$ cat src/rtl/v_row_assembler_pkg.sv
// Shared types for the V-row assembler: the V row type, the element width,
// the default maximum row count and the FSM state encoding.
`ifndef MAX_SEQ_LENGTH
`define MAX_SEQ_LENGTH 8
`endif

package v_row_assembler_pkg;

  localparam int ELEM_WIDTH  = 8;
  localparam int V_VEC_ELEMS = 16;

  typedef logic [V_VEC_ELEMS*ELEM_WIDTH-1:0] V_VECTOR_T;

  typedef enum logic [1:0] {
    S_IDLE = 2'd0,
    S_FILL = 2'd1,
    S_PUSH = 2'd2,
    S_DONE = 2'd3
  } v_asm_state_t;

endpackage

$ cat src/rtl/v_beat_packer.sv
// Row register plus beat index: drops each accepted beat into its slot of
// the row and flags when the current beat is the last one of the row.
module v_beat_packer
  import v_row_assembler_pkg::*;
#(
  parameter int BEAT_ELEMS = 8
) (
  input  logic                           clk,
  input  logic                           rst_n,
  input  logic                           clear,
  input  logic                           write,
  input  logic [BEAT_ELEMS*ELEM_WIDTH-1:0] beat_data,
  output V_VECTOR_T                      row,
  output logic                           last_beat
);

  localparam int VEC_ELEMS     = $bits(V_VECTOR_T) / ELEM_WIDTH;
  localparam int BEATS_PER_ROW = VEC_ELEMS / BEAT_ELEMS;
  localparam int BEAT_W        = BEAT_ELEMS * ELEM_WIDTH;
  localparam int IDX_W         = (BEATS_PER_ROW > 1) ? $clog2(BEATS_PER_ROW) : 1;

  logic [IDX_W-1:0] beat_idx;

  assign last_beat = (beat_idx == IDX_W'(BEATS_PER_ROW - 1));

  // The index wraps on the last beat so the next row starts at slot 0
  // without needing an explicit clear between rows of the same tile.
  always_ff @(posedge clk or negedge rst_n) begin
    if (!rst_n) begin
      row      <= '0;
      beat_idx <= '0;
    end else if (clear) begin
      row      <= '0;
      beat_idx <= '0;
    end else if (write) begin
      for (int b = 0; b < BEATS_PER_ROW; b++) begin
        if (beat_idx == IDX_W'(b)) begin
          row[b*BEAT_W +: BEAT_W] <= beat_data;
        end
      end
      beat_idx <= last_beat ? '0 : beat_idx + IDX_W'(1);
    end
  end

endmodule

$ cat src/rtl/v_row_assembler.sv
// Packs narrow INT8 read-return beats into full V rows, pushes each row into
// the V FIFO and pulses done once the requested number of rows is written.
module v_row_assembler
  import v_row_assembler_pkg::*;
#(
  parameter int BEAT_ELEMS = 8,
  parameter int NUM_ROWS   = `MAX_SEQ_LENGTH
) (
  input  logic                              clk,
  input  logic                              rst_n,
  input  logic                              start,
  input  logic [$clog2(NUM_ROWS):0]         num_rows,
  input  logic                              beat_valid,
  output logic                              beat_ready,
  input  logic [BEAT_ELEMS*ELEM_WIDTH-1:0]  beat_data,
  output logic                              write_enable,
  input  logic                              sram_ready,
  output V_VECTOR_T                         write_data,
  output logic                              busy,
  output logic                              done,
  output logic [$clog2(NUM_ROWS):0]         rows_written
);

  localparam int CNT_W = $clog2(NUM_ROWS) + 1;

  v_asm_state_t     state;
  logic [CNT_W-1:0] rows_target;
  logic [CNT_W-1:0] start_count;
  logic             beat_fire;
  logic             packer_clear;
  logic             last_beat;
  logic             last_row;

  // Oversized requests are clamped to what the V FIFO tile can hold.
  assign start_count  = (num_rows > CNT_W'(NUM_ROWS)) ? CNT_W'(NUM_ROWS) : num_rows;
  assign beat_fire    = beat_valid && beat_ready;
  assign packer_clear = (state == S_IDLE) && start;
  assign last_row     = ((rows_written + CNT_W'(1)) == rows_target);

  v_beat_packer #(
    .BEAT_ELEMS (BEAT_ELEMS)
  ) u_packer (
    .clk       (clk),
    .rst_n     (rst_n),
    .clear     (packer_clear),
    .write     (beat_fire),
    .beat_data (beat_data),
    .row       (write_data),
    .last_beat (last_beat)
  );

  // Handshake outputs are registered alongside the state so that no input
  // reaches an output combinationally.
  always_ff @(posedge clk or negedge rst_n) begin
    if (!rst_n) begin
      state        <= S_IDLE;
      rows_target  <= '0;
      rows_written <= '0;
      beat_ready   <= 1'b0;
      write_enable <= 1'b0;
      busy         <= 1'b0;
      done         <= 1'b0;
    end else begin
      case (state)
        S_IDLE: begin
          if (start) begin
            rows_target  <= start_count;
            rows_written <= '0;
            busy         <= 1'b1;
            if (start_count == '0) begin
              state <= S_DONE;
              done  <= 1'b1;
            end else begin
              state      <= S_FILL;
              beat_ready <= 1'b1;
            end
          end
        end

        S_FILL: begin
          if (beat_fire && last_beat) begin
            state        <= S_PUSH;
            beat_ready   <= 1'b0;
            write_enable <= 1'b1;
          end
        end

        S_PUSH: begin
          if (sram_ready) begin
            rows_written <= rows_written + CNT_W'(1);
            write_enable <= 1'b0;
            if (last_row) begin
              state <= S_DONE;
              done  <= 1'b1;
            end else begin
              state      <= S_FILL;
              beat_ready <= 1'b1;
            end
          end
        end

        S_DONE: begin
          state <= S_IDLE;
          done  <= 1'b0;
          busy  <= 1'b0;
        end

        default: begin
          state        <= S_IDLE;
          beat_ready   <= 1'b0;
          write_enable <= 1'b0;
          busy         <= 1'b0;
          done         <= 1'b0;
        end
      endcase
    end
  end

endmodule

$ cat config.mk
export PLATFORM = sky130hd
export DESIGN_NAME = v_row_assembler
export DESIGN_NICKNAME = d
export VERILOG_FILES = /design/src/rtl/v_row_assembler_pkg.sv /design/src/rtl/v_beat_packer.sv /design/src/rtl/v_row_assembler.sv
export SDC_FILE = /design/constraint.sdc
export NUM_CORES = 1
export LEC_CHECK = 0
export ABC_AREA = 0
export BUFFER_PORTS_ARGS = -buffer_cell sky130_fd_sc_hd__buf_2
export CAP_MARGIN = 5
export CORE_ASPECT_RATIO = 0.7
export CORE_MARGIN = 2
export CORE_UTILIZATION = 54
export DETAILED_ROUTE_END_ITERATION = 10
export GPL_ROUTABILITY_DRIVEN = 0
export MAX_ROUTING_LAYER = met4
export PLACE_DENSITY = 0.94
export SYNTH_ARGS = -nofsm -noshare
export SYNTH_HDL_FRONTEND = slang
export SYNTH_SLANG_ARGS = --single-unit
export TNS_END_PERCENT = 10
$ cat constraint.sdc
create_clock -name clk -period 2.85 [get_ports clk]
set_clock_uncertainty 0.1 [all_clocks]
set_input_delay 0.855 -clock clk [delete_from_list [all_inputs] [get_ports clk]]
set_output_delay 0.855 -clock clk [all_outputs]
set_load 0.02 [all_outputs]
==> metrics.csv, run 1 <==
stage;metric;value;unit
outcome;outcome;completed;
worst_setup_path;worst r2r path cells;5;
worst_setup_path;CP arrival;1.10;ns
floorplan;Die Y;91.5;um
worst_setup_path;slowest CP cell;dfrtp_1;
cts;CTS Root Cell;clkbuf_16;
sta;unrepaired setup endpoints after global routing;false;
routing;first-pass detailed-route iteration total;4;
placed_design;# port buffers;208;
synth;Synth Warn #;0;
floorplan;die area;11800;um2
sta;final-report max-slew violation count;0;
sta;Rel. slew slack;0.627;
synth;Syn Inst Count;635;
placed_design;Placed Cells;942;
worst_setup_path;Startpoint Class;flip-flop;
finish;ant diodes;0;
finish;# nets final;903;
routing;via count;5230;
routing;Vias/cell;5.38;
cts;post_cts resized;0;
sta;final worst-path cycle share;0.722;
grt;pin count of the biggest net entering global routing;81;
worst_setup_path;crit-path max FO;7;
sta;crit path time final;2.06;ns
pwr;Leak;3.92;nW
finish;area of the multi-input gates;2020;um2
finish;share of cells above drive strength 1;0.306;
worst_setup_path;Buffers & Inverters on Critical Path;1;
worst_setup_path;critical path's largest stage delay;0.48;ns
routing;per-cell routed wire length;15.9;um
flow_run;max_cap viols;0;
grt;vias in the first global route;5213;
floorplan;die width;129;um
pwr;PwrDens;1320;nW/um2
finish;Synth-to-Final Area Change;28.1;%
cts;TritonCTS clock tree;built;
grt;initial antenna violation count;0;
cts;H-tree Lvls;4;
grt;global route overflow;0;
floorplan;std cell rows;31;
sta;FMAX;486;MHz
cts;post-CTS setup buffers;0;
floorplan;Initial Utilization;0.563;
finish;fin cells;972;
cts;cts bufs inserted;17;
synth;Avg Inst Size Synth;9.29;um2
placed_design;Final HPWL DP;10200;um
synth;Seq/Total Area, Yosys;0.607;
worst_setup_path;FF-to-FF Start;beat_ready;
routing;DR iter-0 viols;371;
synth;syn nets;709;
worst_setup_path;Crit. End Element;output port;
cts;clk_lat worst skew;0.40;ns
worst_setup_path;critical path cell sequence;buf_2;
synth;post-synth cell types;35;
pwr;maximum vdd drop;0.713;mV
finish;final-layout fill cell count;772;
routing;drt total wl;15400;um
sta;Hold Fails Final Rpt;0;
worst_setup_path;Crit path required time;1.90;ns
finish;register area;3580;um2
routing;Residual DRC;0;
cts;CTS Buffer Depth;2;
grt;total track usage;0.282;
worst_setup_path;r2r endpoint;u_packer.row[19];
worst_setup_path;Crit path max-delay family;flip-flops;
min_path;Hold Path Class;input pin to asynchronous set/reset pin;
floorplan;core area;10500;um2
cts;clock transition time at the flip-flop clock pins of the worst setup and hold paths;0.06;ns
synth;Seq cells post-synth;143;
worst_setup_path;crit path kind;flip-flop to output port;
synth;Mapped Area;5900;um2
cts;hold_buf cts;0;
routing;DRT antenna net count;0;
grt;global-route wire length before repair;25500;um
sta;Final setup viols;0;
floorplan;Boundary Pins;209;
sta;final setup TNS;0;ns
worst_setup_path;flop2flop setup slack;0.92;ns
sta;worst slew pin tran;0.560;ns
cts;clock sinks;143;
==> power by group <==
part / total (mW) / switching [mW] / internal [mW]
registers: 3.64 / 0.620 / 3.02
logic: 4.20 / 2.81 / 1.39
clock network: 2.16 / 0.814 / 1.34
==> registers in the layout, summed over array words and instances, names as in the netlist <==
register,flops
busy,1
beat_ready,1
u_packer.last_beat,1
rows_written,4
write_enable,1
done,1
state,2
rows_target,4
u_packer.row,128
==> per-layer routing <==
metal / vias to the layer above / wire (um) / share of wire / GRT usage
li1: 2451 / - / - / -
met1: 2517 / 6540 / 0.42 / 0.371
met2: 237 / 7230 / 0.47 / 0.427
met3: 25 / 1350 / 0.088 / 0.0778
met4: 0 / 284 / 0.018 / 0.0924
met5: - / 0 / 0 / -
==> worst max path at each step <==
stage	from	endpoint	slack (ns)	depth (start not counted)
3_3_place_gp	beat_valid	u_packer.row[29]	0.51	6
3_5_place_dp	beat_valid	u_packer.row[15]	0.43	6
4_1_cts	beat_ready	beat_ready	0.78	1
5_1_grt	beat_valid	u_packer.row[19]	0.68	6
6_report	beat_ready	beat_ready	0.79	1
2_1_floorplan	num_rows[0]	beat_ready	1.02	4
==> cells in the mapped netlist, drive strengths merged <==
library cell,number,area share
ha,1,0.0021
o21ai,12,0.010
buf,41,0.048
a211oi,1,0.0013
nand2,262,0.17
a22oi,1,0.0013
o2111ai,1,0.0015
mux2,1,0.0019
clkbuf,3,0.0019
a21oi,132,0.11
o21bai,1,0.0013
and3,2,0.0021
nand3,1,0.00085
nor2,6,0.0051
a22o,3,0.0045
or2,1,0.0011
o21a,1,0.0013
xor2,2,0.0030
nor3b,2,0.0034
nor2b,1,0.0011
nor4,1,0.0021
nand3b,4,0.0051
and3b,2,0.0030
o22ai,1,0.0011
xnor2,2,0.0030
dfrtp,143,0.61
and4,1,0.0015
xnor3,1,0.0038
inv,5,0.0032
==> per-stage QoR <==
stage | area, um2 | setup slack, ns | util | hold WS, ns | power, mW
after floorplan | 5900 | 1.02 | - | 0.409 | 6.34
after global placement | 6980 | 0.514 | 0.666 | 0.406 | 7.69
after detailed placement | 6980 | 0.426 | 0.666 | 0.411 | 7.84
after CTS | 7560 | 0.783 | 0.722 | 0.350 | 10.0
after global routing | 7560 | 0.684 | 0.722 | 0.361 | 10.6
final | 7560 | 0.791 | 0.722 | 0.343 | 9.99
==> cell usage in the layout, fill, tap and decap left out, types with 4 or more instances in the layout <==
cell type   count
o21ai_0        11
nor2_1          5
buf_4           6
clkinvlp_4      4
dfrtp_1       143
nand2_1       261
buf_2         207
buf_12          5
clkbuf_16      17
inv_1           5
a21oi_1       132
nand3b_1        4
==> kinds of logic after synthesis <==
| kind of cell | count (synthesis) | share of synthesized area |
|---|---|---|
| flip-flops | 143 | 0.607 |
| XOR/XNOR | 5 | 0.00976 |
| multiplexers | 1 | 0.00191 |
| AO/OA/AOI/OAI | 153 | 0.134 |
| buffers and inverters | 49 | 0.0530 |
| AND/OR/NAND/NOR | 283 | 0.192 |
| adder cells (fa/ha/maj) | 1 | 0.00212 |
==> cell type report <==
cell class / instances / area share
Clock buffer: 20 / 0.0618
Timing Repair Buffer: 219 / 0.158
Inverter: 5 / 0.00248
Multi-Input combinational cell: 443 / 0.267
Tap cell: 132 / 0.0219
Sequential cell: 143 / 0.474
Clock inverter: 10 / 0.0151
(Power assumes the default switching activity.)
==> inputs of run 2 (changes only) <==
CORE_UTILIZATION = 45   (was 54)
PLACE_DENSITY = 0.84   (was 0.94)
clock period = 1.79 ns   (was 2.85 ns; I/O delays follow)
==> metrics.csv, run 2 (same netlist as run 1, synthesis figures left out) <==
stage;metric;value;unit
outcome;outcome;completed;
routing;DRT antenna net count;0;
finish;commonest cells after routing, fill and taps aside;nand2_1, buf_2, dfrtp_1;
sta;worst slew pin tran;0.328;ns
min_path;Hold Path Class;input pin to flip-flop;
routing;first-pass detailed-route iteration total;4;
worst_setup_path;Crit. End Element;output port;
finish;Largest register FFs;128;
floorplan;die width;141;um
finish;Largest regs;u_packer.row (128), rows_target (4), rows_written (4);
sta;final worst-path cycle share;0.977;
worst_setup_path;CP Capture Point;rows_written[0];
min_path;Hold Crit Depth;3;
sta;Rel. slew slack;0.781;
pwr;PwrDens;2080;nW/um2
grt;grt met1 use;0.308;
routing;via count;5260;
finish;Synth-to-Final Area Change;33.4;%
grt;vias in the first global route;5281;
cts;clk_lat worst skew;0.41;ns
placed_design;# port buffers;208;
worst_setup_path;CP arrival;1.11;ns
worst_setup_path;flop2flop setup slack;0.13;ns
worst_setup_path;crit path kind;flip-flop to output port;
flow_run;max_cap viols;0;
cts;cts bufs inserted;17;
worst_setup_path;crit-path max FO;5;
floorplan;Boundary Pins;209;
routing;Residual DRC;0;
grt;met2 usage;0.385;
pwr;overall power;16.3;mW
worst_setup_path;worst setup path startpoint;rows_written[0];
floorplan;Initial Utilization;0.469;
routing;DR iter-0 viols;280;
sta;crit path time final;1.75;ns
floorplan;std cell rows;34;
sta;FMAX;572;MHz
grt;initial antenna violation count;0;
cts;clock transition time at the flip-flop clock pins of the worst setup and hold paths;0.06;ns
sta;final-report max-slew violation count;0;
finish;final-layout fill cell count;1028;
grt;global-route met3 utilization;0.0558;
cts;CTS Root Cell;clkbuf_16;
finish;commonest non-fill, non-tap cell in the layout;nand2_1;
floorplan;die area;14100;um2
placed_design;Final HPWL DP;10900;um
routing;per-cell routed wire length;15.5;um
routing;Vias/cell;5.14;
sta;final setup TNS;0;ns
pwr;maximum vdd drop;1.07;mV
finish;# nets final;922;
grt;global route overflow;0;
worst_setup_path;FF-to-FF Start;rows_written[1];
cts;H-tree Lvls;4;
grt;total track usage;0.241;
pwr;Leak;4.05;nW
sta;Hold Fails Final Rpt;0;
finish;share of cells above drive strength 1;0.323;
sta;unrepaired setup endpoints after global routing;false;
worst_setup_path;Startpoint Class;flip-flop;
cts;CTS Buffer Depth;2;
cts;post-CTS setup buffers;0;
floorplan;core area;12600;um2
worst_setup_path;Crit path required time;1.15;ns
grt;pin count of the biggest net entering global routing;52;
finish;ant diodes;0;
grt;global-route wire length before repair;26200;um
routing;drt total wl;15900;um
floorplan;Die Y;99.8;um
worst_setup_path;worst r2r path cells;5;
worst_setup_path;r2r endpoint;beat_ready;
sta;Final setup viols;0;
cts;clock sinks;143;
grt;most used routing layer;met2;
cts;TritonCTS clock tree;built;
finish;Largest Register;u_packer.row;
[run 2: cell types whose count changed in the layout (fill, tap and decap cells not counted), moves of 2 or more]
cell / change
buf_4: +10
buf_12: +8
clkinv_2: -2
inv_6: +3
[run 2: layout make-up]
| cell class | instances | area (um2) | share of cell area |
|---|---|---|---|
| sequential | 143 | 3580 | 0.455 |
| timing repair buffer | 238 | 1440 | 0.183 |
| tap | 162 | 203 | 0.0258 |
| inverter | 5 | 18.8 | 0.00239 |
| clock inverter | 11 | 129 | 0.0164 |
| clock buffer | 21 | 470 | 0.0598 |
| multi-input combinational | 443 | 2030 | 0.258 |
[run 2: how the worst min path moves through the flow]
stage,startpoint,endpoint
CTS,beat_data[57],u_packer.row[121]
global route,beat_data[38],u_packer.row[102]
detailed placement,rst_n,u_packer.row[88]
finish,beat_data[53],u_packer.row[117]
global placement,rst_n,u_packer.row[24]
floorplan,rst_n,beat_ready
[run 2: report_power, final]
group,switching [mW],internal (mW)
logic,4.60,2.49
registers,0.895,4.80
clock network,1.38,2.18
total,6.88,9.46
[run 2: repair_timing]
item                                    4_1_cts  5_1_grt
endpoints found under the setup margin        0        3
hold endpoints to repair                     25        0
resized for setup                             0        3
hold buffers                                  1        0
[run 2: per-layer routing]
| metal | routed length (um) | share of wire |
|---|---|---|
| met1 | 6650 | 0.42 |
| met5 | 0 | 0 |
| met2 | 7690 | 0.48 |
| met4 | 204 | 0.013 |
| met3 | 1320 | 0.083 |
[run 2: critical path, cell delays in order, from the launching register on]
cell and delay [ns]:
dfrtp_1 0.39, buf_4 0.16, buf_2 0.15
[run 2: stage by stage]
step,hold WS [ns],setup WS [ns],util,instances,instance area (um2)
global route,0.256,0.00176,0.625,1023,7870
floorplan,0.141,0.0809,-,635,5900
CTS,0.250,0.0300,0.624,1023,7860
finish,0.268,0.0409,0.625,1023,7870
detailed placement,0.326,0.0629,0.576,990,7250
global placement,0.329,0.0718,0.576,990,7250
==> inputs of run 3 (changes only) <==
CELL_PAD_IN_SITES_DETAIL_PLACEMENT = 0   (was default)
CELL_PAD_IN_SITES_GLOBAL_PLACEMENT = 1   (was default)
CORE_UTILIZATION = 33   (was 45)
==> metrics.csv, run 3 (same netlist as run 1, synthesis figures left out) <==
stage;metric;value;unit
routing;per-cell routed wire length;15.6;um
finish;commonest cells after routing, fill and taps aside;nand2_1, buf_2, dfrtp_1;
cts;clock transition time at the flip-flop clock pins of the worst setup and hold paths;0.06;ns
routing;Vias/cell;4.76;
finish;ant diodes;0;
pwr;sw frac;0.415;
cts;CTS Buffer Depth;2;
grt;pin count of the biggest net entering global routing;74;
min_path;HP Start;beat_data[12];
worst_setup_path;crit-path max FO;3;
pwr;Flop pwr share;0.341;
worst_setup_path;crit path kind;flip-flop to flip-flop;
finish;Synth-to-Final Area Change;35.1;%
floorplan;Boundary Pins;209;
grt;initial antenna violation count;0;
pwr;Gate power share;0.419;
worst_setup_path;CP Capture Point;beat_ready;
cts;cts bufs inserted;17;
worst_setup_path;slowest CP cell;dfrtp_1;
routing;DRT antenna net count;0;
flow_run;max_cap viols;0;
outcome;outcome;completed;
worst_setup_path;Crit path required time;1.99;ns
sta;final-report max-slew violation count;0;
floorplan;die width;164;um
worst_setup_path;critical path cell sequence;ha_1 > xor2_1 > nor3b_2 > o2111ai_2 > a22o_1;
sta;Rel. slew slack;0.766;
grt;global-route wire length before repair;26500;um
placed_design;Post-Place Setup Slack;0.0520;ns
sta;slack of the critical path;0.0480;ns
worst_setup_path;Startpoint Class;flip-flop;
sta;crit path time final;1.74;ns
cts;clk_lat worst skew;0.41;ns
grt;vias in the first global route;5018;
min_path;Hold Crit Depth;3;
floorplan;Die Y;116;um
worst_setup_path;r2r endpoint;beat_ready;
pwr;overall power;16.8;mW
placed_design;Post-DP Area;7270;um2
sta;Hold Fails Final Rpt;0;
worst_setup_path;Crit. End Element;flip-flop;
pwr;maximum vdd drop;0.864;mV
finish;final core occ;0.460;
floorplan;die area;19000;um2
pwr;Net Sw Power;6.95;mW
cts;H-tree Lvls;4;
finish;Largest Register;u_packer.row;
finish;# nets final;914;
worst_setup_path;CP arrival;1.94;ns
grt;global route overflow;0;
cts;TritonCTS clock tree;built;
routing;drt total wl;16900;um
pwr;PwrDens;2100;nW/um2
min_path;Hold Path Class;input pin to flip-flop;
cts;post-CTS setup buffers;0;
floorplan;Initial Utilization;0.341;
finish;commonest non-fill, non-tap cell in the layout;nand2_1;
placed_design;# port buffers;208;
finish;Largest register FFs;128;
routing;via count;5155;
cts;CTS Root Cell;clkbuf_16;
floorplan;std cell rows;40;
worst_setup_path;critical path's largest stage delay;0.40;ns
pwr;Clock power frac;0.239;
cts;clock sinks;143;
worst_setup_path;worst setup path startpoint;rows_written[0];
pwr;Internal Pwr Total;9.81;mW
grt;total track usage;0.186;
routing;first-pass detailed-route iteration total;4;
routing;Residual DRC;0;
sta;FMAX;574;MHz
finish;final instance area;7970;um2
pwr;Leak;4.07;nW
worst_setup_path;flop2flop setup slack;0.05;ns
routing;DR iter-0 viols;384;
finish;Largest regs;u_packer.row (128), rows_target (4), rows_written (4);
worst_setup_path;worst r2r path cells;5;
floorplan;core area;17300;um2
worst_setup_path;FF-to-FF Start;rows_written[0];
sta;Final setup viols;0;
placed_design;Final HPWL DP;11500;um
finish;share of cells above drive strength 1;0.318;
sta;final worst-path cycle share;0.973;
sta;worst slew pin tran;0.351;ns
-- run 3: changes by cell type in the layout (fill, tap and decap cells not counted), sizes merged --
cell / before / now
clkbuf: 21 / 20
buf: 237 / 229
clkinvlp: 5 / 0
bufinv: 2 / 5
clkinv: 1 / 4
-- run 3: how the worst min path moves through the flow --
| stage | end | slack, ns |
|---|---|---|
| floorplan | beat_ready | 0.14 |
| global placement | u_packer.row[13] | 0.36 |
| detailed placement | u_packer.row[77] | 0.36 |
| CTS | u_packer.row[97] | 0.25 |
| global route | u_packer.row[111] | 0.24 |
| finish | u_packer.row[12] | 0.27 |
-- run 3: layout make-up --
class / instances / area, um2
Clock buffer: 20 / 467
Clock inverter: 12 / 204
Fill cell: 1729 / 9340
Inverter: 5 / 18.8
Multi-Input combinational cell: 443 / 2030
Sequential cell: 143 / 3580
Tap cell: 231 / 289
Timing Repair Buffer: 230 / 1380
-- run 3: worst max-delay path, delay by kind of cell, from the launching register on --
kind                       cells  cell delay [ns]
xor gates and xnor gates       1             0.18
DFF                            1             0.40
and+or+nand+nor                1             0.19
AOI/OAI and AO/OA              2             0.44
adders and majority gates      1             0.33
-- run 3: metrics by stage --
step	instances	hold slack [ns]	setup TNS, ns
after global placement	1051	0.362	0
final	1084	0.265	0
after global routing	1084	0.241	-0.0218
after detailed placement	1051	0.358	0
after CTS	1084	0.246	0
after floorplan	635	0.141	0
-- run 3: metal layers --
layer / up-vias / GRT usage / wire length [um]
li1: 2482 / - / -
met1: 2492 / 0.258 / 8240
met2: 171 / 0.265 / 7480
met3: 10 / 0.0548 / 1100
met4: 0 / 0.0520 / 99
met5: - / - / 0
-- run 3: repair_timing --
action                                  4_1_cts  5_1_grt
resized for setup                             0        4
endpoints found under the setup margin        0        3
hold endpoints to repair                     26        0
hold buffers                                  1        0
-- run 3: power groups by stage --
stage	Sequential, mW	Clock, mW	Combinational [mW]
CTS	5.72	4.09	7.07
global route	5.91	4.27	7.64
floorplan	7.54	0	2.55
detailed placement	5.76	0	7.06
global placement	5.69	0	7.00
finish	5.72	4.01	7.03
